$ cat config.mk
export PLATFORM = sky130hd
export DESIGN_NAME = load_store_unit
export DESIGN_NICKNAME = d
export VERILOG_FILES = /design/src/rtl/lsu_pkg.sv /design/src/rtl/load_align.sv /design/src/rtl/load_store_unit.sv
export SDC_FILE = /design/constraint.sdc
export NUM_CORES = 1
export LEC_CHECK = 0
export ABC_AREA = 1
export BUFFER_PORTS_ARGS = -buffer_cell sky130_fd_sc_hd__buf_2
export CORE_MARGIN = 1
export CORE_UTILIZATION = 30
export CTS_CLUSTER_SIZE = 28
export DETAILED_ROUTE_END_ITERATION = 10
export GPL_ROUTABILITY_DRIVEN = 0
export GPL_TIMING_DRIVEN = 0
export PLACE_DENSITY_LB_ADDON = 0.15
export SYNTH_ARGS = -nofsm -noshare
export SYNTH_HDL_FRONTEND = slang
export SYNTH_SLANG_ARGS = --single-unit
$ cat constraint.sdc
create_clock -name clk -period 1.9 [get_ports clk]
set_clock_uncertainty 0.1 [all_clocks]
set_input_delay 0.38 -clock clk [delete_from_list [all_inputs] [get_ports clk]]
set_output_delay 0.38 -clock clk [all_outputs]
set_load 0.1 [all_outputs]
$ cat src/rtl/lsu_pkg.sv
// Shared definitions for the load/store unit: funct3 codes, access sizes,
// FSM state encoding and the sub-word lane-merge helper.
package lsu_pkg;

  localparam logic [2:0] F3_B  = 3'd0;
  localparam logic [2:0] F3_H  = 3'd1;
  localparam logic [2:0] F3_W  = 3'd2;
  localparam logic [2:0] F3_BU = 3'd4;
  localparam logic [2:0] F3_HU = 3'd5;

  localparam logic [1:0] SZ_B = 2'd0;
  localparam logic [1:0] SZ_H = 2'd1;
  localparam logic [1:0] SZ_W = 2'd2;

  typedef enum logic {
    IDLE   = 1'b0,
    RMW_WR = 1'b1
  } lsu_state_e;

  // Replace one byte or halfword lane of a memory word with store data.
  function automatic logic [31:0] merge_lane(input logic [31:0] word,
                                             input logic [31:0] data,
                                             input logic [1:0]  offset,
                                             input logic        is_half);
    logic [31:0] res;
    res = word;
    if (is_half) begin
      if (offset[1]) res[31:16] = data[15:0];
      else           res[15:0]  = data[15:0];
    end else begin
      res[{offset, 3'b000} +: 8] = data[7:0];
    end
    return res;
  endfunction

endpackage

$ cat src/rtl/load_align.sv
// Load lane selection and sign/zero extension of a fetched memory word.
module load_align
  import lsu_pkg::*;
(
  input  logic [31:0] word,
  input  logic [1:0]  offset,
  input  logic [2:0]  funct3,
  output logic [31:0] data
);

  logic [7:0]  lane_b;
  logic [15:0] lane_h;

  always_comb begin
    lane_b = word[{offset, 3'b000} +: 8];
    lane_h = offset[1] ? word[31:16] : word[15:0];
    case (funct3)
      F3_B:    data = {{24{lane_b[7]}}, lane_b};
      F3_BU:   data = {24'h000000, lane_b};
      F3_H:    data = {{16{lane_h[15]}}, lane_h};
      F3_HU:   data = {16'h0000, lane_h};
      F3_W:    data = word;
      default: data = '0;
    endcase
  end

endmodule

$ cat src/rtl/load_store_unit.sv
// RV32I load/store unit: 0-cycle loads, 1-cycle SW, 2-cycle RMW for SB/SH.
// Optional macro LSU_MISALIGN_TRAP_EN: flag and suppress misaligned accesses.
module load_store_unit
  import lsu_pkg::*;
#(
  parameter int unsigned ADDR_W = 32
) (
  input  logic              clk,
  input  logic              rst_n,
  input  logic              req_valid,
  input  logic              req_load,
  input  logic [2:0]        funct3,
  input  logic [ADDR_W-1:0] addr,
  input  logic [31:0]       store_data,
  output logic [31:0]       load_data,
  output logic              stall,
  output logic              misaligned,
  output logic [ADDR_W-1:0] mem_addr,
  output logic [31:0]       mem_wd,
  output logic              mem_read,
  output logic              mem_write,
  input  logic [31:0]       mem_rd
);

  lsu_state_e        state, state_nxt;
  logic [ADDR_W-1:0] rmw_addr;
  logic [31:0]       rmw_word;
  logic [1:0]        size;
  logic [1:0]        offset;
  logic [ADDR_W-1:0] addr_aligned;
  logic [31:0]       aligned_data;
  logic              legal;
  logic              trap_hit;
  logic              active;
  logic              sub_store;

  assign size         = funct3[1:0];
  assign addr_aligned = {addr[ADDR_W-1:2], 2'b00};

  always_comb begin
    if (req_load)
      legal = (funct3 == F3_B) || (funct3 == F3_H) || (funct3 == F3_W) ||
              (funct3 == F3_BU) || (funct3 == F3_HU);
    else
      legal = (funct3 == F3_B) || (funct3 == F3_H) || (funct3 == F3_W);
  end

  // Halfword/word offsets snap to natural alignment, which is what an
  // untrapped misaligned access uses and is exact for aligned ones.
  always_comb begin
    case (size)
      SZ_B:    offset = addr[1:0];
      SZ_H:    offset = {addr[1], 1'b0};
      default: offset = 2'b00;
    endcase
  end

`ifdef LSU_MISALIGN_TRAP_EN
  logic mis_raw;
  assign mis_raw    = ((size == SZ_H) && addr[0]) ||
                      ((size == SZ_W) && (addr[1:0] != 2'b00));
  assign trap_hit   = mis_raw;
  assign misaligned = rst_n && (state == IDLE) && req_valid && legal && mis_raw;
`else
  assign trap_hit   = 1'b0;
  assign misaligned = 1'b0;
`endif

  assign active    = rst_n && (state == IDLE) && req_valid && legal && !trap_hit;
  assign sub_store = active && !req_load && (size != SZ_W);

  load_align u_load_align (
    .word   (mem_rd),
    .offset (offset),
    .funct3 (funct3),
    .data   (aligned_data)
  );

  always_ff @(posedge clk or negedge rst_n) begin
    if (!rst_n) begin
      state    <= IDLE;
      rmw_addr <= '0;
      rmw_word <= '0;
    end else begin
      state <= state_nxt;
      if (sub_store) begin
        rmw_addr <= addr_aligned;
        rmw_word <= merge_lane(mem_rd, store_data, offset, size == SZ_H);
      end
    end
  end

  always_comb begin
    state_nxt = state;
    case (state)
      IDLE:    if (sub_store) state_nxt = RMW_WR;
      RMW_WR:  state_nxt = IDLE;
      default: state_nxt = IDLE;
    endcase
  end

  always_comb begin
    load_data = '0;
    stall     = 1'b0;
    mem_addr  = '0;
    mem_wd    = '0;
    mem_read  = 1'b0;
    mem_write = 1'b0;
    case (state)
      IDLE: begin
        if (active) begin
          mem_addr = addr_aligned;
          if (req_load) begin
            mem_read  = 1'b1;
            load_data = aligned_data;
          end else if (size == SZ_W) begin
            mem_write = 1'b1;
            mem_wd    = store_data;
          end else begin
            mem_read = 1'b1;
            stall    = 1'b1;
          end
        end
      end
      RMW_WR: begin
        mem_write = 1'b1;
        mem_addr  = rmw_addr;
        mem_wd    = rmw_word;
      end
      default: ;
    endcase
  end

endmodule
# Word level (Yosys, flattened, before mapping)
# Index checks and enable logic that the tools add are counted.
[word_totals]
word_cells = 57
reg_bits = 63
out_inout_bits = 100
input_bits = 103
[op_classes]
n_addsub = 1
eq_ne = 7
shift = 3
n_reduce_logical = 12
mux = 30
bitwise = 1
[ops]
columns = ["op", "n"]
rows = [
  ["two-way mux 32 bit", 8],
  ["one-hot mux 32 bit (5 select lines)", 1],
  ["one-hot mux 32 bit (2 select lines)", 2],
  ["two-way mux 16 bit", 3],
  ["bitwise mux 32 bit", 1],
  ["variable shift 8 x 7 -> 32 bit (first input constant)", 1],
  ["indexed part select 32 x 6 -> 8 bit", 1],
  ["indexed part select 8 x 7 -> 32 bit", 1],
  ["two-way mux 1 bit", 12],
  ["negation 5 -> 7 bit", 1],
  ["equality test 3 bit (second input constant)", 2],
  ["logical AND 1 bit", 5],
  ["logical OR 1 bit", 4],
  ["one-hot mux 1 bit (2 select lines)", 2],
  ["one-hot mux 2 bit (2 select lines)", 1],
  ["equality test 3 x 1 -> 1 bit (second input constant)", 1],
  ["equality test 3 x 2 -> 1 bit (second input constant)", 1],
  ["logical NOT 3 bit", 1],
  ["equality test 2 x 1 -> 1 bit (second input constant)", 1],
  ["equality test 2 bit (second input constant)", 1],
  ["logical NOT 2 bit", 1],
  ["!= test 2 bit (second input constant)", 1],
  ["logical NOT 1 bit", 1],
  ["inverter 1 bit", 1],
]

# Longest topological paths before layout
# Gate-level depths: netlist (run 1).
[logic_depth]
ltp_word = 11
mapped_depth = 14
ltp_nobuf = 12

# Hierarchy
# Synthesis (run 1) repeated with hierarchy kept, for this count alone.
[hier_totals]
cells_unflattened = 988
hier_area_um2 = 5546.6
[modules_own_cells]
columns = ["module", "seq_area_each_um2", "area_per_inst_um2", "cells_each", "instances"]
rows = [
  ["load_store_unit", 1576.5, 4649.5, 790, 1],
  ["load_align", 0.0, 897.1, 198, 1],
]

# Worst setup path before layout (run 1)
# No wires, ideal clock.
[synth_path]
kind = "input to output"
startpoint = "in funct3[0]"
endpoint = "out mem_wd[13]"
t_arrival_ns = 3.086
path_buffers = 1
path_stages = 6
setup_slack_ns = -1.666
t_required_ns = 1.420
path_cell_list = "o21ai_1 -> nand2_1 -> inv_1 -> nand4_1 -> clkbuf_1 -> o21ai_0"
[synth_between]
elab_chain_cells = 9
word_cells_on_any_way = 16
cone_classes = "5 x eq/ne; 5 x mux; 6 x reduce/logical"
[synth_rtl]
columns = ["item", "line", "source"]
rows = [
  ["start, declared", "load_store_unit.sv:12", "input logic [2:0] funct3,"],
  ["equality test 3 x 1 -> 1 bit or logical NOT 3 bit (tied branches)", "load_store_unit.sv:42, load_store_unit.sv:45", ""],
  ["logical OR 1 bit (2 in a row)", "load_store_unit.sv:42, load_store_unit.sv:45", ""],
  ["logical OR 1 bit", "load_store_unit.sv:42", "legal = (funct3 == F3_B) || (funct3 == F3_H) || (funct3 == F3_W) ||"],
  ["logical OR 1 bit", "load_store_unit.sv:43", "(funct3 == F3_BU) || (funct3 == F3_HU);"],
  ["two-way mux 1 bit", "load_store_unit.sv:41", "if (req_load)"],
  ["logical AND 1 bit", "load_store_unit.sv:69", "assign active = rst_n && (state == IDLE) && req_valid && legal && !trap_hit;"],
  ["two-way mux 32 bit (*)", "load_store_unit.sv:111", "if (active) begin"],
  ["one-hot mux 32 bit (2 select lines) (*)", "load_store_unit.sv:109", "case (state)"],
  ["end, declared", "load_store_unit.sv:19", "output logic [31:0] mem_wd,"],
]
# Every way passes the cells marked *; elsewhere a longest branch is shown, timed or not.

# Worst setup path in the final report (run 1)
[layout_path]
startpoint = "reg state"
endpoint = "out mem_wd[15]"
[layout_between]
elab_chain_cells = 6
[layout_rtl]
columns = ["item", "line", "source"]
rows = [
  ["start, declared", "load_store_unit.sv:25", "lsu_state_e state, state_nxt;"],
  ["start signal, assigned", "load_store_unit.sv:85", "state <= state_nxt;"],
  ["inverter 1 bit", "-", ""],
  ["logical AND 1 bit (3 in a row)", "load_store_unit.sv:69", ""],
  ["two-way mux 32 bit", "load_store_unit.sv:111", ""],
  ["one-hot mux 32 bit (2 select lines) (*)", "load_store_unit.sv:109", ""],
]
# Marked as above.

==> flow_metrics.tcl, run 1 <==
set metrics [dict create \
    status "complete, but fails checks" \
    violations "negative setup slack" \
    period_needed_ns 2.412 \
    clk_latency_ns 0.32 \
    rr_startpoint "state$_DFF_PN0_" \
    slew_headroom_pct 63.15 \
    holdPathStages 3 \
    cts_sinks 63 \
    yosys_warnings 0 \
    gr-total-overflow 0 \
    die_h_um 134.4 \
    cpPeakStageDelay_ns 0.45 \
    cts_root_buf "clkbuf_16" \
    fmax_ghz 0.4146 \
    endpoint_kind "output pin" \
    min_path_type "input pin to register" \
    hold_viol 0 \
    initialDrtViolationCount 636 \
    critPathLaunchType "register" \
    placementRows 48 \
    vdd_drop_max_mv 0.3952 \
    critical_path.top_delay_family "buffers and inverters" \
    area_delta_synth_final_pct 103.3 \
    reg2reg_setup_slack_ns 0.14 \
    p_leak_nw 4.799 \
    reg2reg_to "rmw_word[23]$_DFFE_PN0P_" \
    crit_required_ns 1.42 \
    crit_slowest_cell "dfrtp_2" \
    drive_gt1_share_pct 42.77 \
    drtAntennaViolNets 0 \
    clk_pin_slew_ns 0.06 \
    synth.distinct_cells 29 \
    whs_ns 0.2721 \
    cts_max_level 3 \
    syn-instance-count 865 \
    cts_inserted_buffers 9 \
    fp.dieArea_um2 18060 \
    wire_per_inst_um 18.00 \
    cts_tree "yes" \
    syn_avg_cell_area_um2 6.078 \
    grtUsageTotal_pct 27.56 \
    synth_area_um2 5258 \
    synth-seq-cells 63 \
    routed_via_density 5.177 \
    drv_cap 0 \
    cp.buffers_inverters 4 \
    cp_data_arrival_time_ns 1.93 \
    dp_hpwl_um 17000 \
    boundaryPins 203 \
    post-route-util_pct 62.22 \
    grt_antenna_before_repair 1 \
    finalCritPeriodShare_pct 126.9 \
    setup_viol 97 \
    die_w_um 134.4 \
    fin_total_pwr_mw 5.749 \
    path_cells "nor2_2 > nand2_2 > clkinv_4 > nand4_1 > buf_6 > clkbuf_8 > o21ai_4 > buf_12" \
    cts.path.max_buffers 2 \
    port_buffers 198 \
    slew_violations 0 \
    final_nets 1241 \
    firstDrtPassIters 5 \
    worstRegToRegCells 9 \
    rsz0062_at_grt "yes" \
    core_area_um2 17180 \
    diodes 0 \
    p_per_area_nw_per_um2 537.9 \
    drt-total-wl_um 24590 \
    worstPathMaxFanout 5 \
    grt_max_degree 33 \
    vias 7072 \
    seq_area_frac_synth_pct 29.99 \
    tightest_slew_ns 0.5528 \
    start_util_pct 30.61 \
    grt_pass1_vias 7050 \
    min_to "rmw_addr[9]$_DFFE_PN0P_" \
    drc_errors 0 \
    grt_pass1_wl_um 38210 \
    min-delay-start "addr[9]" \
    layout_setup_ws_ns -0.5118 \
    tns_ns -39.68 \
    path_class "register to output pin" \
]
[metal layers]
metal | up-vias | share of wire (%) | track usage, %
met4 | 2 | 3.4 | 10.80
li1 | 3378 | - | -
met1 | 3303 | 40 | 33.65
met2 | 335 | 49 | 47.93
met3 | 54 | 7.3 | 4.913
met5 | - | 0.041 | 0
[kinds of logic (layout without fill, tap and decap cells)]
group                      Yosys count  in the layout  share of synthesized area, %
and+or+nand+nor                    341            342                         26.18
AOI/OAI and AO/OA                  288            288                         29.49
buffers and inverters              170            443                         13.80
DFF                                 63             63                         29.99
adders and majority gates            2              2                        0.4759
other                                1              3                       0.07133
[stage by stage]
| step | instance area, um^2 | setup WS (ns) | cells |
|---|---|---|---|
| final | 10690 | -0.5118 | 1366 |
| after global placement | 7806 | -1.934 | 1290 |
| after CTS | 10580 | -0.5484 | 1355 |
| after global routing | 10690 | -0.5544 | 1366 |
| after detailed placement | 7809 | -1.488 | 1290 |
| after floorplan | 6534 | -0.4270 | 867 |
[where the power goes]
part | internal, mW | switching (mW)
Combinational | 0.834 | 1.46
Clock | 1.02 | 0.635
Sequential | 1.66 | 0.140
Total | 3.51 | 2.24
[cells in the mapped netlist, drive strengths merged]
library cell / number / area share (%)
o22ai: 15 / 1.8
inv: 107 / 7.6
conb: 1 / 0.071
buf: 34 / 4.1
a22oi: 1 / 0.14
nand3: 26 / 2.6
clkinv: 1 / 0.071
a32oi: 3 / 0.50
nor2: 40 / 3.4
ha: 2 / 0.48
a21boi: 4 / 0.57
nand4: 4 / 0.48
o211ai: 25 / 3.6
nand2: 266 / 19
nor3: 5 / 0.48
o21ai: 163 / 16
a21oi: 77 / 7.3
clkbuf: 28 / 2.0
dfrtp: 63 / 30
[flip-flops by register name, summed over array words and instances (netlist names)]
| register | count |
|---|---|
| state | 1 |
| rmw_addr | 30 |
| rmw_word | 32 |
[layout by cell type, fill, tap and decap left out, drive strengths merged]
master         n
buf          286
nand2        267
o21ai        163
inv          100
a21oi         77
dfrtp         63
nor2          40
clkbuf        39
nand3         26
o211ai        25
o22ai         15
clkinvlp       9
nor3           5
clkinv         5
a21boi         4
nand4          4
a32oi          3
conb           3
ha             2
dlygate4sd3    2
a22oi          1
bufinv         1
bufbuf         1
[worst reg2reg max path: stages (launching register included)]
cell	delay (ns)
dfrtp_2	0.45
nor2_2	0.11
nand2_2	0.11
clkinv_4	0.11
nand3_4	0.07
inv_2	0.08
buf_4	0.11
clkbuf_1	0.32
nand2_1	0.14
o21ai_1	0.09
[worst max-delay path by stage]
| stage | start | to | cells past startpoint |
|---|---|---|---|
| 2_1_floorplan | addr[1] | load_data[21] | 9 |
| 3_3_place_gp | rst_n | load_data[14] | 9 |
| 3_5_place_dp | rst_n | load_data[11] | 9 |
| 4_1_cts | state$_DFF_PN0_ | mem_wd[8] | 8 |
| 5_1_grt | state$_DFF_PN0_ | mem_wd[15] | 8 |
| 6_report | state$_DFF_PN0_ | mem_wd[15] | 8 |
[repair_timing]
action	CTS	global route
hold buffers	3	0
resized for setup	525	40
setup buffers	36	20
endpoints found under the hold margin	63	0
pin swaps	38	21
gates cloned	10	0
setup endpoints to repair	160	122
[cell type report]
type | instances | area (um^2)
Fill cell | 1498 | 6489
Multi-Input combinational cell | 635 | 4278
Timing Repair Buffer | 262 | 3254
Sequential cell | 63 | 1578
Buffer | 57 | 533.0
Inverter | 108 | 465.4
Tap cell | 225 | 281.5
Clock buffer | 9 | 225.2
Clock inverter | 7 | 72.57
No activity file was read; power rests on OpenSTA's default activity.
==> run 2, diff against run 1 <==
--- a/config.mk
+++ b/config.mk
@@ -5,14 +5,12 @@
 export SDC_FILE = /design/constraint.sdc
 export NUM_CORES = 1
 export LEC_CHECK = 0
-export ABC_AREA = 1
 export BUFFER_PORTS_ARGS = -buffer_cell sky130_fd_sc_hd__buf_2
 export CORE_MARGIN = 1
 export CORE_UTILIZATION = 30
 export CTS_CLUSTER_SIZE = 28
 export DETAILED_ROUTE_END_ITERATION = 10
 export GPL_ROUTABILITY_DRIVEN = 0
-export GPL_TIMING_DRIVEN = 0
 export PLACE_DENSITY_LB_ADDON = 0.15
 export SYNTH_ARGS = -nofsm -noshare
 export SYNTH_HDL_FRONTEND = slang
==> run 2 against run 1 <==
Against the previous run: the run still ends with negative setup slack left; combinational power shrank 20%; non-clock buffer count fell by 24; count of clock-buffer cells in the layout is 1 higher; design area decreased by 7.8%; wire length fell by 12%; setup slack worse by 0.097 ns; register-to-register slack worse by 0.47 ns; power fell by 3.3%; first-iteration DRC count down 41%; hold slack got worse by 0.10 ns; final cell count fell by 25%; synthesized cell count down 35%; highest routed layer is now met4.
==> flow_metrics.tcl, run 2 <==
set metrics [dict create \
    firstDrtPassIters 8 \
    syn-instance-count 565 \
    cts_max_level 3 \
    vias 5704 \
    rr_startpoint "state$_DFF_PN0_" \
    largest_register_ffs 32 \
    core_area_um2 15150 \
    synth_common_cells "nand2_1 (138), dfrtp_1 (63), a22o_1 (62), o21ai_0 (38), clkbuf_1 (30)" \
    holdPathStages 3 \
    p_leak_nw 4.558 \
    synth_largest_area_cell "dfrtp_1" \
    top_regs "rmw_word x32, rmw_addr x30, state x1" \
    cts_sinks 63 \
    min-delay-start "addr[29]" \
    vdd_drop_max_mv 0.4289 \
    boundaryPins 203 \
    cts_tree "yes" \
    reg2reg_to "rmw_word[20]$_DFFE_PN0P_" \
    cts_inserted_buffers 9 \
    seq_area_frac_synth_pct 33.89 \
    yosysMostFrequentCell "nand2_1" \
    setup_viol 159 \
    path_class "register to output pin" \
    initialDrtViolationCount 377 \
    async_reset_ff_share_pct 100.0 \
    whs_ns 0.1674 \
    synth_top_area_share_pct 33.89 \
    post-route-util_pct 65.03 \
    path_cells "buf_6 > and3b_2 > buf_6 > nand3_4 > nor2_4 > clkbuf_16 > a21o_4 > buf_12" \
    fmax_ghz 0.3986 \
    yosys_warnings 0 \
    grt_pass1_wl_um 31360 \
    synth-seq-cells 63 \
    grtUsageTotal_pct 25.67 \
    violations "negative setup slack" \
    min_to "rmw_addr[29]$_DFFE_PN0P_" \
    critPathLaunchType "register" \
    final_nets 929 \
    gr-total-overflow 0 \
    finalCritPeriodShare_pct 132.0 \
    grt_antenna_before_repair 1 \
    crit_slowest_cell "dfrtp_2" \
    cts_root_buf "clkbuf_16" \
    drtAntennaViolNets 0 \
    min_path_type "input pin to register" \
    placementRows 45 \
    die_h_um 126.5 \
    drc_errors 0 \
    syn_avg_cell_area_um2 8.234 \
    synthTopCellsByArea "dfrtp_1 (34%), a22o_1 (12%), nand2_1 (11%), mux2_2 (5.6%), o21ai_0 (4.1%)" \
    synth.distinct_cells 48 \
    endpoint_kind "output pin" \
    clk_pin_slew_ns 0.07 \
    period_needed_ns 2.509 \
    tns_ns -66.14 \
    layout_setup_ws_ns -0.6086 \
    synth_edf_count 0 \
    slew_violations 0 \
    routed_via_density 5.598 \
    area_delta_synth_final_pct 111.7 \
    die_w_um 126.5 \
    fin_cells 1019 \
    top_register "rmw_word" \
    grt_pass1_vias 5668 \
    cts.path.max_buffers 2 \
    synthFlopType "dfrtp_1" \
    crit_required_ns 1.42 \
    clk_latency_ns 0.34 \
    tightest_slew_ns 0.8596 \
    slew_headroom_pct 42.70 \
    drt-total-wl_um 21620 \
    dp_hpwl_um 14740 \
    hold_viol 0 \
    rsz0062_at_grt "yes" \
    fp.dieArea_um2 16010 \
    dp.cells 960 \
    wire_per_inst_um 21.22 \
    port_buffers 199 \
    pre_cts_ws_ns -0.5656 \
    start_util_pct 30.71 \
    final_cell_mix "nand2_1 (133), buf_12 (112), buf_2 (101)" \
    cts_hold_buf 0 \
    fillCellCount 1130 \
    p_per_area_nw_per_um2 564.6 \
    drv_cap 0 \
    synth_area_um2 4652 \
    stdcell_area_um2 9849 \
    cp_data_arrival_time_ns 2.03 \
    fin_total_pwr_mw 5.561 \
    grt_max_degree 64 \
    cpMostUsedCell "buf_6" \
    postPlaceCellArea_um2 8407 \
    worstRegToRegCells 12 \
    final_common_cell "nand2_1" \
    drive_gt1_share_pct 60.43 \
    reg2reg_setup_slack_ns -0.33 \
    worstPathMaxFanout 8 \
    cpPeakStageDelay_ns 0.41 \
    status "complete, but fails checks" \
]
## run 2: how the worst max path moves through the flow
stage	start	endpoint	cells past startpoint	slack [ns]
5_1_grt	state$_DFF_PN0_	load_data[24]	8	-0.69
3_3_place_gp	funct3[1]	rmw_word[11]$_DFFE_PN0P_	9	-0.51
4_1_cts	state$_DFF_PN0_	mem_wd[31]	8	-0.65
3_5_place_dp	funct3[1]	rmw_word[13]$_DFFE_PN0P_	9	-0.57
6_report	state$_DFF_PN0_	load_data[31]	8	-0.61
2_1_floorplan	funct3[1]	rmw_word[25]$_DFFE_PN0P_	10	-0.41
## run 2: cell families after synthesis
logic type               Yosys count  synth area share, %
AO/OA/AOI/OAI                    200                31.66
multiplexers                      40                9.225
adder cells (fa/ha/maj)            2               0.5378
AND/OR/NAND/NOR                  194                18.42
buffers and inverters             65                6.186
flip-flops                        63                33.89
other                              1              0.08061
## run 2: area by class of cell
type                            count  area (um^2)  area share (%)
Multi-Input combinational cell    439         3976           40.37
Antenna cell                        2        5.005         0.05081
Tap cell                          188        235.2           2.388
Inverter                           16        81.33          0.8257
Clock buffer                       10        239.0           2.426
Clock inverter                      6        92.59          0.9400
Sequential cell                    63         1578           16.02
Timing Repair Buffer              295         3642           36.98
## run 2: where the power goes
| group | switching (mW) | internal [mW] |
|---|---|---|
| clock | 0.653 | 1.19 |
| combinational | 1.07 | 0.757 |
| sequential | 0.257 | 1.63 |
| total | 1.98 | 3.58 |
## run 2: metal layers
layer	wire length, um	vias to the layer above	GRT usage (%)
met5	0	-	0
met4	536	0	8.646
met3	1422	38	5.188
met2	10960	237	44.91
met1	8705	2821	31.40
li1	-	2608	-
## run 2: critical path: cells and delay by family, from the launching register on
kind,cells,cell delay [ns]
buffers and inverters,4,0.58
AOI/OAI and AO/OA,1,0.13
and+or+nand+nor,3,0.57
DFF,1,0.41
## run 2: timing repair
item / 4_1_cts / 5_1_grt
resized for setup: 39 / 92
pin swaps: 20 / 12
cloned: 7 / 9
setup endpoints to repair: 159 / 159
setup buffers: 13 / 16
